## src/rtl/i2s_pkg.sv

```systemverilog
// ---------------------------------------------------------------------------
// i2s_pkg
// Types and constants shared by the I2S input word-select decoder and the
// single-channel receivers that consume its capture windows.
//   ws_state_t              : decoder FSM state encoding
//   DEFAULT_BITS_PRECISION  : default bits captured per channel word
// ---------------------------------------------------------------------------
package i2s_pkg;

    typedef enum logic [1:0] {
        ST_IDLE  = 2'd0,
        ST_LEFT  = 2'd1,
        ST_RIGHT = 2'd2,
        ST_GAP   = 2'd3
    } ws_state_t;

    localparam int DEFAULT_BITS_PRECISION = 10;

endpackage

```

## src/rtl/i2sin_ws_decoder.sv

```systemverilog
// ---------------------------------------------------------------------------
// i2sin_ws_decoder
// Tracks the I2S word-select line and opens one capture window per slot for
// the left and right single-channel receivers. Each window lasts exactly
// BITS_PRECISION sampling edges (MSB first), or less if the slot is cut short
// by an early ws edge.
//
// Ports
//   sck            in  : bit clock, all logic on its rising edge
//   rst            in  : synchronous active-high reset
//   ws             in  : word select (0 = left slot, 1 = right slot)
//   enable_left    out : left-channel capture window
//   enable_right   out : right-channel capture window
//   bit_index      out : bit captured on the next edge while a window is open
//   locked         out : a ws edge has been seen since reset
//   short_slot_err out : one-cycle pulse, slot ended before a full word
//   frame_done     out : one-cycle pulse as the right window closes
//   frame_count    out : number of frame_done pulses (wrapping)
// ---------------------------------------------------------------------------
module i2sin_ws_decoder
    import i2s_pkg::*;
#(
    parameter int BITS_PRECISION = DEFAULT_BITS_PRECISION,
    parameter int FRAME_CNT_W    = 16
) (
    input  logic                              sck,
    input  logic                              rst,
    input  logic                              ws,
    output logic                              enable_left,
    output logic                              enable_right,
    output logic [$clog2(BITS_PRECISION)-1:0] bit_index,
    output logic                              locked,
    output logic                              short_slot_err,
    output logic                              frame_done,
    output logic [FRAME_CNT_W-1:0]            frame_count
);

    localparam int              IDX_W  = $clog2(BITS_PRECISION);
    localparam logic [IDX_W-1:0] RELOAD = IDX_W'(BITS_PRECISION - 1);

    ws_state_t        state_reg, state_next;
    logic [IDX_W-1:0] cnt_reg, cnt_next;
    logic             ws_q_reg;
    logic             first_reg;
    logic             locked_reg, locked_next;
    logic             short_next;
    logic             frame_done_next;
    logic             ws_edge;
    ws_state_t        target_state;

    logic                   enable_left_reg;
    logic                   enable_right_reg;
    logic [IDX_W-1:0]       bit_index_reg;
    logic                   short_reg;
    logic                   frame_done_reg;
    logic [FRAME_CNT_W-1:0] frame_count_reg;

    // ws_q is loaded during reset, so the first cycle afterwards compares
    // against a value captured under reset; that comparison is ignored.
    assign ws_edge      = (ws != ws_q_reg) && !first_reg;
    assign target_state = ws ? ST_RIGHT : ST_LEFT;

    always_comb begin
        state_next  = state_reg;
        cnt_next    = cnt_reg;
        locked_next = locked_reg;
        short_next  = 1'b0;

        case (state_reg)
            ST_IDLE, ST_GAP: begin
                if (ws_edge) begin
                    state_next  = target_state;
                    cnt_next    = RELOAD;
                    locked_next = 1'b1;
                end
            end
            ST_LEFT, ST_RIGHT: begin
                if (ws_edge) begin
                    // Edge at counter 0 is a normal boundary; anything
                    // earlier truncates the word in flight.
                    state_next = target_state;
                    cnt_next   = RELOAD;
                    short_next = (cnt_reg != '0);
                end else if (cnt_reg == '0) begin
                    state_next = ST_GAP;
                    cnt_next   = '0;
                end else begin
                    cnt_next = cnt_reg - IDX_W'(1);
                end
            end
            default: begin
                state_next = ST_IDLE;
                cnt_next   = '0;
            end
        endcase

        frame_done_next = (state_reg == ST_RIGHT) && (state_next != ST_RIGHT);
    end

    // Outputs are decoded from the next state and registered so nothing
    // reaches an output combinationally from ws.
    always_ff @(posedge sck) begin
        if (rst) begin
            state_reg        <= ST_IDLE;
            cnt_reg          <= '0;
            ws_q_reg         <= ws;
            first_reg        <= 1'b1;
            locked_reg       <= 1'b0;
            enable_left_reg  <= 1'b0;
            enable_right_reg <= 1'b0;
            bit_index_reg    <= '0;
            short_reg        <= 1'b0;
            frame_done_reg   <= 1'b0;
            frame_count_reg  <= '0;
        end else begin
            state_reg        <= state_next;
            cnt_reg          <= cnt_next;
            ws_q_reg         <= ws;
            first_reg        <= 1'b0;
            locked_reg       <= locked_next;
            enable_left_reg  <= (state_next == ST_LEFT);
            enable_right_reg <= (state_next == ST_RIGHT);
            bit_index_reg    <= ((state_next == ST_LEFT) || (state_next == ST_RIGHT))
                                ? cnt_next : '0;
            short_reg        <= short_next;
            frame_done_reg   <= frame_done_next;
            if (frame_done_next) begin
                frame_count_reg <= frame_count_reg + FRAME_CNT_W'(1);
            end
        end
    end

    assign enable_left    = enable_left_reg;
    assign enable_right   = enable_right_reg;
    assign bit_index      = bit_index_reg;
    assign locked         = locked_reg;
    assign short_slot_err = short_reg;
    assign frame_done     = frame_done_reg;
    assign frame_count    = frame_count_reg;

endmodule

```

## config.mk

```make
export PLATFORM = sky130hd
export DESIGN_NAME = i2sin_ws_decoder
export DESIGN_NICKNAME = d
export VERILOG_FILES = /design/src/rtl/i2s_pkg.sv /design/src/rtl/i2sin_ws_decoder.sv
export SDC_FILE = /design/constraint.sdc
export NUM_CORES = 1
export LEC_CHECK = 0
export ABC_AREA = 1
export CORE_MARGIN = 5
export CORE_UTILIZATION = 48
export CTS_BUF_LIST = sky130_fd_sc_hd__clkbuf_8
export DETAILED_ROUTE_END_ITERATION = 12
export HOLD_SLACK_MARGIN = 0.05
export PLACE_DENSITY_LB_ADDON = 0.3
export SLEW_MARGIN = 25
export SYNTH_ARGS = -nofsm -noshare
export SYNTH_HDL_FRONTEND = slang
export SYNTH_SLANG_ARGS = --single-unit
```

## constraint.sdc

```tcl
create_clock -name sck -period 2.23 [get_ports sck]
set_clock_uncertainty 0.2 [all_clocks]
set_input_delay 0.669 -clock sck [delete_from_list [all_inputs] [get_ports sck]]
set_output_delay 0.669 -clock sck [all_outputs]
set_load 0.02 [all_outputs]
```

==> results of run 1 <==
==> placed cells by master, fill, tap and decap left out, drive strengths merged <==
| cell | instances |
|---|---|
| nand2 | 49 |
| nor2 | 43 |
| dfxtp | 33 |
| inv | 31 |
| buf | 24 |
| clkdlybuf4s50 | 21 |
| a21oi | 11 |
| nand3 | 9 |
| clkbuf | 7 |
| ha | 6 |
| nor3 | 4 |
| nand4 | 4 |
| dlymetal6s2s | 4 |
| o21ai | 4 |
| nand3b | 2 |
| o2111ai | 1 |
| xnor2 | 1 |
| or2 | 1 |
| xor2 | 1 |
| nor3b | 1 |
| o21a | 1 |
| dlygate4sd2 | 1 |
==> through the flow <==
step	setup TNS (ns)	power (mW)	worst slack [ns]
3_5_place_dp	-9.33	1.42	-0.594
6_report	0	1.98	0.0657
2_1_floorplan	0	1.14	0.00147
5_1_grt	0	2.12	0.00309
4_1_cts	0	1.87	0.0137
3_3_place_gp	-8.05	1.40	-0.518
==> cell type report <==
cell class,instances,area (µm²)
flip-flops and latches,33,663
clock buffers,6,82.6
clock inverters,1,3.75
fillers,226,818
well taps,44,55.1
repair buffers,51,458
multi-input cells,138,830
inverters,30,118
==> timing repair <==
item / in CTS / in global routing
setup buffers: 2 / 4
endpoints found under the setup margin: 18 / 17
hold buffers: 0 / 0
resized for setup: 5 / 26
pin swaps: 5 / 14
==> power by group through the flow <==
stage / registers, mW / logic [mW] / clock network [mW]
finish: 0.728 / 0.808 / 0.442
CTS: 0.719 / 0.697 / 0.454
global placement: 0.727 / 0.677 / 0
detailed placement: 0.730 / 0.692 / 0
global route: 0.737 / 0.899 / 0.488
floorplan: 0.784 / 0.360 / 0
==> routing by layer <==
metal	global-route usage (%)	vias up	part of all wire [%]	wire length, µm
met5	0	-	0	0
met4	7.61	0	1.5	48
met3	6.29	6	4.3	141
met2	29.2	25	49	1610
met1	19.7	645	45	1470
li1	-	739	-	-
==> worst paths after layout <==
check | start | to | slack (ns) | cells after the start
max | frame_count[4] | frame_count[4] | 0.07 | 1
min | locked | locked | 0.27 | 2
min reg2reg | locked | locked | 0.27 | 2
max reg2reg | state_reg[0] | frame_count[12] | 0.12 | 16
==> logic make-up (layout without fill, tap and decap cells) <==
family          count (synthesis)  in the layout  share of synthesized area (%)
xor+xnor                        2              2                           1.16
flops                          33             33                           43.7
simple gates                  113            113                           35.3
compound gates                 17             17                           6.05
buf+inv                        32             88                           8.78
fa+ha+maj                       6              6                           4.97
==> results.md, run 1 <==
Floorplan:
- The core region is roughly 3000 µm².
- In this run the vertical extent of the chip is about 66 µm.
- The initial core utilization is 49.9%.
- The cell row count is 20.
- The die outline area is 4370 µm².
- The floorplan step set the die width to 66.1 µm.
- The number of top-level pins is 28.

Final layout:
- The antenna diode count is 0.
- At the end of the flow the core is filled with cells to between 70% and 80%.
- The flip-flop count of the largest register after layout is 16.
- The cell area after layout is 2210 µm².
- The net count of the finished layout is roughly 270.
- The layout overhead on the synthesized area is 46.3%.
- The non-filler instance count after layout is between 300 and 400.
- The fraction of final layout cells with drive strength greater than 1 is 27.4%.

Placed design:
- The final HPWL from detailed placement is roughly 2400 µm.
- In this run the cell area measured after placement is 1980 µm².
- During placement, the flow inserted port buffers numbering 27.
- Routability-driven placement finished with a final weighted congestion of 0.842.
- The cell count after placement is between 200 and 300.

Global routing:
- The via count of the first global-routing pass was 1397.
- Global routing consumed, over all layers together, 17.4% of the routing resources.
- Entering global routing, the biggest net connects 14 pins.
- The number of antenna violations at the first check in global routing came to 0.
- The global-route wire length before repair is 5800 µm.
- The global route total overflow is 0.

STA:
- The minimum clock period after layout is 2.16 ns.
- The transition time at the pin with the least slew margin is 0.258 ns.
- Setup repair after global routing left no endpoint under its margin.
- Measured against its own limit, the worst slew margin works out to 82.7%.
- The final number of setup-violating endpoints is 0.
- The smallest hold slack is 0.274 ns.
- The final number of max-transition violations is 0.
- Dividing the final minimum period by the clock period gives 97.1%.
- The final-report hold violation count is 0.
- Static timing analysis puts the maximum clock frequency at between 400 and 500 MHz.

Synthesis:
- The biggest area contributor in the post-synthesis netlist is sky130_fd_sc_hd__dfxtp_1.
- The synthesized design contains 33 register bits.
- The number of nets handed over by synthesis was 212.
- The cell count after synthesis came out at between 200 and 250.
- The number of flops mapped to enable cells by yosys is 0.
- After synthesis the cells add up to between 1500 and 2000 µm².
- Ranked by instance count, the synthesized netlist is headed by sky130_fd_sc_hd__nand2_1 (45), sky130_fd_sc_hd__nor2_1 (37), sky130_fd_sc_hd__dfxtp_1 (33).
- The most common cell in the netlist is sky130_fd_sc_hd__nand2_1.
- Of the post-synthesis cell area, the dominant cell type holds 43.7%.
- Yosys attributes the largest share of cell area to sky130_fd_sc_hd__dfxtp_1 (44%), sky130_fd_sc_hd__nand2_1 (11%), sky130_fd_sc_hd__nor2_1 (9.2%), sky130_fd_sc_hd__inv_1 (5.7%), sky130_fd_sc_hd__ha_1 (5.0%).
- The Yosys step of the flow raised 0 warnings.
- The average cell area after synthesis is 7.44 µm².
- The number of distinct library cell variants in the gate-level netlist after synthesis is 27.
- The share of the Yosys chip area taken by registers is 43.7%.
- The most used flip-flop cell after synthesis is sky130_fd_sc_hd__dfxtp_1.
- The async set or reset register ratio after synthesis is 0%.

Power and ir drop:
- Across the VDD grid, the largest voltage drop is between 0.0007 and 0.0008 V.
- Summed over all nets, the switching power comes to between 0.6 and 0.7 mW.
- The share of total power dissipated in the clock network is 22.4%.
- Cell internal power was estimated by the tool at approximately 1.3 mW.
- Combinational logic is responsible for 40.8% of the overall power.
- In this run the power density over the cells is approximately 900 nW/µm².
- Of the total power, the share spent switching nets is 34.2%.
- Registers are responsible for roughly 37% of the overall power.
- The static leakage is 1.02 nW.

Setup path:
- The number of buffers and inverters on the critical path is 1.
- The critical path goes through clkdlybuf4s50_1.
- In this run the worst path has a maximum fanout of 4.
- The critical path is of the reg2out type.
- The arrival time reported for the critical path endpoint is 1.30 ns.
- The required time of the worst setup path is 1.36 ns.
- The element type at the critical path end is a primary output.
- For this run, the slowest stage of the critical path takes 0.62 ns.
- In this design, the largest share of critical-path delay is due to buffers and inverters.
- The worst-path cell with the longest stage delay is sky130_fd_sc_hd__clkdlybuf4s50_1.
- STA classifies the critical path startpoint as a flip-flop.

Detailed routing:
- The average via count per standard cell is around 4.7.
- Dividing the detail-routed wire length by the instance count gives 10.8 µm.
- For this run, design rule violations remaining after detail routing come to 0.
- The count of antenna-violating nets left after detailed routing is 0.
- The routed layout has 1415 vias.
- For this block, the initial DRC count from the detailed router was 55.
- For this block, the routed nets add up to about 3300 µm of wire.
- The first detailed-routing pass took 4 iterations.

Hold path:
- The worst hold path belongs to the class reg2reg.

Status:
- The run finished with clean final reports.

Clock tree:
- The clock-pin slew on the worst setup and hold paths is 0.06 ns.
- The clock latency at the later pin of the worst-skew pair is 0.29 ns.
- The tree built by TritonCTS fans out to 33 sinks.
- The total clock buffers created by CTS is 5.
- The buffer type at the clock tree root is sky130_fd_sc_hd__clkbuf_8.
- The clock tree from TritonCTS is built.
- The clock tree synthesis step divided the H-tree into 2 levels.
- In this run the deepest clock path goes through 2 buffers.

Run:
- The max-capacitance violation count is 0.
Note: power is estimated with default switching activity, not from simulation.
==> inputs of run 2 (changes only) <==
- CELL_PAD_IN_SITES_DETAIL_PLACEMENT: unset -> 1
- CELL_PAD_IN_SITES_GLOBAL_PLACEMENT: unset -> 1
- CORE_UTILIZATION: 48 -> 38
- clock period: 2.23 -> 2.3 ns (I/O delays scaled with it)
==> run 2 against run 1 <==
Sequential share of layout area up 0.80 points. Critical path depth is the same. Die area grew 22%. Core utilization decreased by 18 points. Setup slack gained 0.022 ns. Final area fell by 2.6%. Critical path type unchanged. Critical endpoint is now frame_count[11]. Largest cell class unchanged.
==> results.md, run 2 (synthesized netlist as in run 1, its figures left out) <==
Status:
- Outcome: complete, no violations (unchanged).

Setup path:
- The number of buffers and inverters on the critical path is 1 (unchanged).
- The arrival time reported for the critical path endpoint is 1.32 ns (was 1.30 ns).
- The setup slack of the worst register-to-register path is 0.12 ns (about the same).
- The kind of launch point of the worst setup path is a flip-flop (unchanged).
- The element type at the critical path end was a primary output (unchanged).
- The required time of the worst setup path is 1.41 ns (was 1.36 ns).
- The type of the worst setup path is reg2out (unchanged).
- The depth of the worst register-to-register path is 15 (was 16).
- The worst-path cell with the longest stage delay is sky130_fd_sc_hd__clkdlybuf4s50_1 (unchanged).
- The critical path's largest stage delay is 0.64 ns (was 0.62 ns).
- The category of cells accounting for the largest share of critical-path delay is buffers and inverters (unchanged).
- Series of cell instances along the critical path: clkdlybuf4s50_1 (unchanged).
- The highest fanout seen on the critical path is 5 (was 4).
- The startpoint of the most critical register-to-register path is cnt_reg[0] (was state_reg[0]).
- The capturing point of the worst reg2reg path is frame_count[13] (was frame_count[12]).

STA:
- The smallest hold slack is 0.274 ns (about the same).
- The final number of max-transition violations is 0 (unchanged).
- The final-report hold violation count came to 0 (unchanged).
- The transition time at the pin with the least slew margin is 0.246 ns (was 0.258 ns).
- The final number of setup-violating endpoints is 0 (unchanged).
- The routed design could run at a clock period as short as 2.21 ns.
- The post-route fraction of the period consumed by the critical path is a little over nine tenths.
- The headroom to the max-slew limit is 83.6% (was 82.7%).
- The maximum clock frequency is 452 MHz.

Clock tree:
- The clock tree buffer depth came to 2 (unchanged).
- The clock-pin slew on the worst setup and hold paths is 0.06 ns (about the same).
- The clock sink count was 33 (unchanged).
- The total clock buffers created by CTS came to 5 (unchanged).
- The clock tree from TritonCTS is built (unchanged).
- The total number of H-tree levels is 2 (unchanged).
- The clock latency at the later pin of the worst-skew pair was 0.29 ns (about the same).
- The buffer type at the clock tree root was sky130_fd_sc_hd__clkbuf_8 (unchanged).

Detailed routing:
- The via count is 1455 (was 1415).
- The first-iteration detailed-routing DRC count is 66 (was 55).
- The total DRC errors in the routed layout was 0 (unchanged).
- The wire length per cell is 13.5 µm (was 10.8 µm).
- The total detailed-routing wirelength is 4130 µm (was 3270 µm).
- The average via count per standard cell is 4.74 (was 4.67).
- The count of antenna-violating nets left after detailed routing is 0 (unchanged).
- The first-pass detailed-route iteration total is 4 (unchanged).

Floorplan:
- The die width came to 73.0 µm (was 66.1 µm).
- The cell row count is 23 (was 20).
- The area of the placeable core was 3910 µm² (was 3030 µm²).
- The initial core utilization is 38.6% (was 49.9%).
- The die outline area is 5330 µm² (was 4370 µm²).
- The die extent in y is 73.0 µm (was 66.1 µm).
- The number of top-level pins is 28 (unchanged).

Final layout:
- The leading cell type in the layout, fill and taps excluded is sky130_fd_sc_hd__nand2_1 (unchanged).
- The antenna diode count is 0 (unchanged).
- The net count of the finished layout is 266 (was 268).
- The flip-flop count of the largest register after layout is 16 (unchanged).
- Most frequent cells in the layout: sky130_fd_sc_hd__nand2_1 (41), sky130_fd_sc_hd__nor2_1 (34), sky130_fd_sc_hd__dfxtp_1 (31), sky130_fd_sc_hd__clkdlybuf4s50_1 (23), sky130_fd_sc_hd__buf_4 (22) (was sky130_fd_sc_hd__nand2_1 (41), sky130_fd_sc_hd__nor2_1 (34), sky130_fd_sc_hd__dfxtp_1 (31), sky130_fd_sc_hd__buf_4 (23)).
- The filler cell count is 505 (was 226).
- The layout overhead on the synthesized area is 42.5% (was 46.3%).
- The cell area after layout is 2150 µm² (was 2210 µm²).
- The fraction of final layout cells with drive strength greater than 1 is 25.7% (was 27.4%).

Global routing:
- The global route total overflow was 0 (unchanged).
- The number of antenna violations at the first check in global routing is 0 (unchanged).
- The global-route wire length before repair was 6520 µm (was 5800 µm).
- The largest net degree at the start of global routing was 15 (was 14).
- The overall track demand over capacity in global routing is 15.9% (was 17.4%).
- The via count of the first global-routing pass came to 1488 (was 1397).

Power and ir drop:
- The maximum resistive drop on vdd came to 0.000608 V (was 0.000722 V).
- The ratio of total power to cell area is 890 nW/µm² (was 895 nW/µm²).
- The reported net switching power was 0.664 mW (was 0.676 mW).
- The internal power is 1.25 mW (was 1.30 mW).
- The combinational share of power is 39.8% (was 40.8%).
- The clock power share is 23.3% (was 22.4%).
- The share of total power consumed by net switching is 34.7% (was 34.2%).
- The share of power burned in registers is 36.9% (was 36.8%).
- The static leakage was 0.968 nW (was 1.02 nW).

Placed design:
- The final HPWL from detailed placement was 2960 µm (was 2360 µm).
- The cell area after placement is 1970 µm² (was 1980 µm²).
- The count of input and output buffers was 27 (unchanged).
- The final estimated routing congestion in global placement is 0.779 (was 0.842).

Hold path:
- The hold path depth is 2 (unchanged).
- The type of the tightest min-delay check is reg2reg (unchanged).
- The endpoint of the worst hold-timing path is locked (unchanged).
- The startpoint of the tightest hold check path is locked (unchanged).

Run:
- The max-capacitance violation count is 0 (unchanged).
## run 2: power by group through the flow
stage                     Combinational [mW]  Sequential (mW)  Clock [mW]
final                                  0.762            0.706       0.446
after global routing                   0.840            0.713       0.487
after CTS                              0.692            0.698       0.456
after detailed placement               0.672            0.709           0
after global placement                 0.653            0.706           0
after floorplan                        0.323            0.760           0
## run 2: worst max-delay path by stage
| stage | startpoint | to | cells past startpoint |
|---|---|---|---|
| 2_1_floorplan | ws | frame_count[14] | 14 |
| 3_3_place_gp | ws | frame_count[13] | 15 |
| 3_5_place_dp | ws | frame_count[13] | 16 |
| 4_1_cts | ws | frame_count[13] | 16 |
| 5_1_grt | cnt_reg[0] | frame_count[11] | 15 |
| 6_report | frame_count[11] | frame_count[11] | 1 |
## run 2: cell type report
| type | instances | area (µm²) | area share [%] |
|---|---|---|---|
| Clock buffer | 6 | 82.6 | 3.84 |
| Clock inverter | 1 | 3.75 | 0.174 |
| Inverter | 30 | 115 | 5.35 |
| Multi-Input combinational cell | 138 | 787 | 36.6 |
| Sequential cell | 33 | 663 | 30.8 |
| Tap cell | 50 | 62.6 | 2.91 |
| Timing Repair Buffer | 49 | 438 | 20.3 |
## run 2: per-layer routing
| layer | GRT usage, % | share of wire, % | up-vias |
|---|---|---|---|
| li1 | - | - | 737 |
| met2 | 28.2 | 52 | 21 |
| met5 | 0 | 0 | - |
| met3 | 4.13 | 4.0 | 6 |
| met1 | 17.8 | 42 | 691 |
| met4 | 6.76 | 1.9 | 0 |
## run 2: repair_timing
action,in CTS,in global routing
cloned,0,0
hold buffers,0,0
setup buffers,2,1
endpoints found under the setup margin,19,16
gates resized for setup,7,18
pin swaps,4,8
## run 2: through the flow
step | setup TNS, ns | power, mW | util [%] | std cells | setup slack [ns]
3_5_place_dp | -11.16 | 1.38 | 50.4 | 297 | -0.708
6_report | 0 | 1.91 | 55.0 | 307 | 0.0878
2_1_floorplan | 0 | 1.08 | - | 203 | 0.00436
5_1_grt | -0.194 | 2.04 | 55.0 | 307 | -0.0632
3_3_place_gp | -8.64 | 1.36 | 50.4 | 297 | -0.552
4_1_cts | 0 | 1.85 | 53.5 | 306 | 0.00105
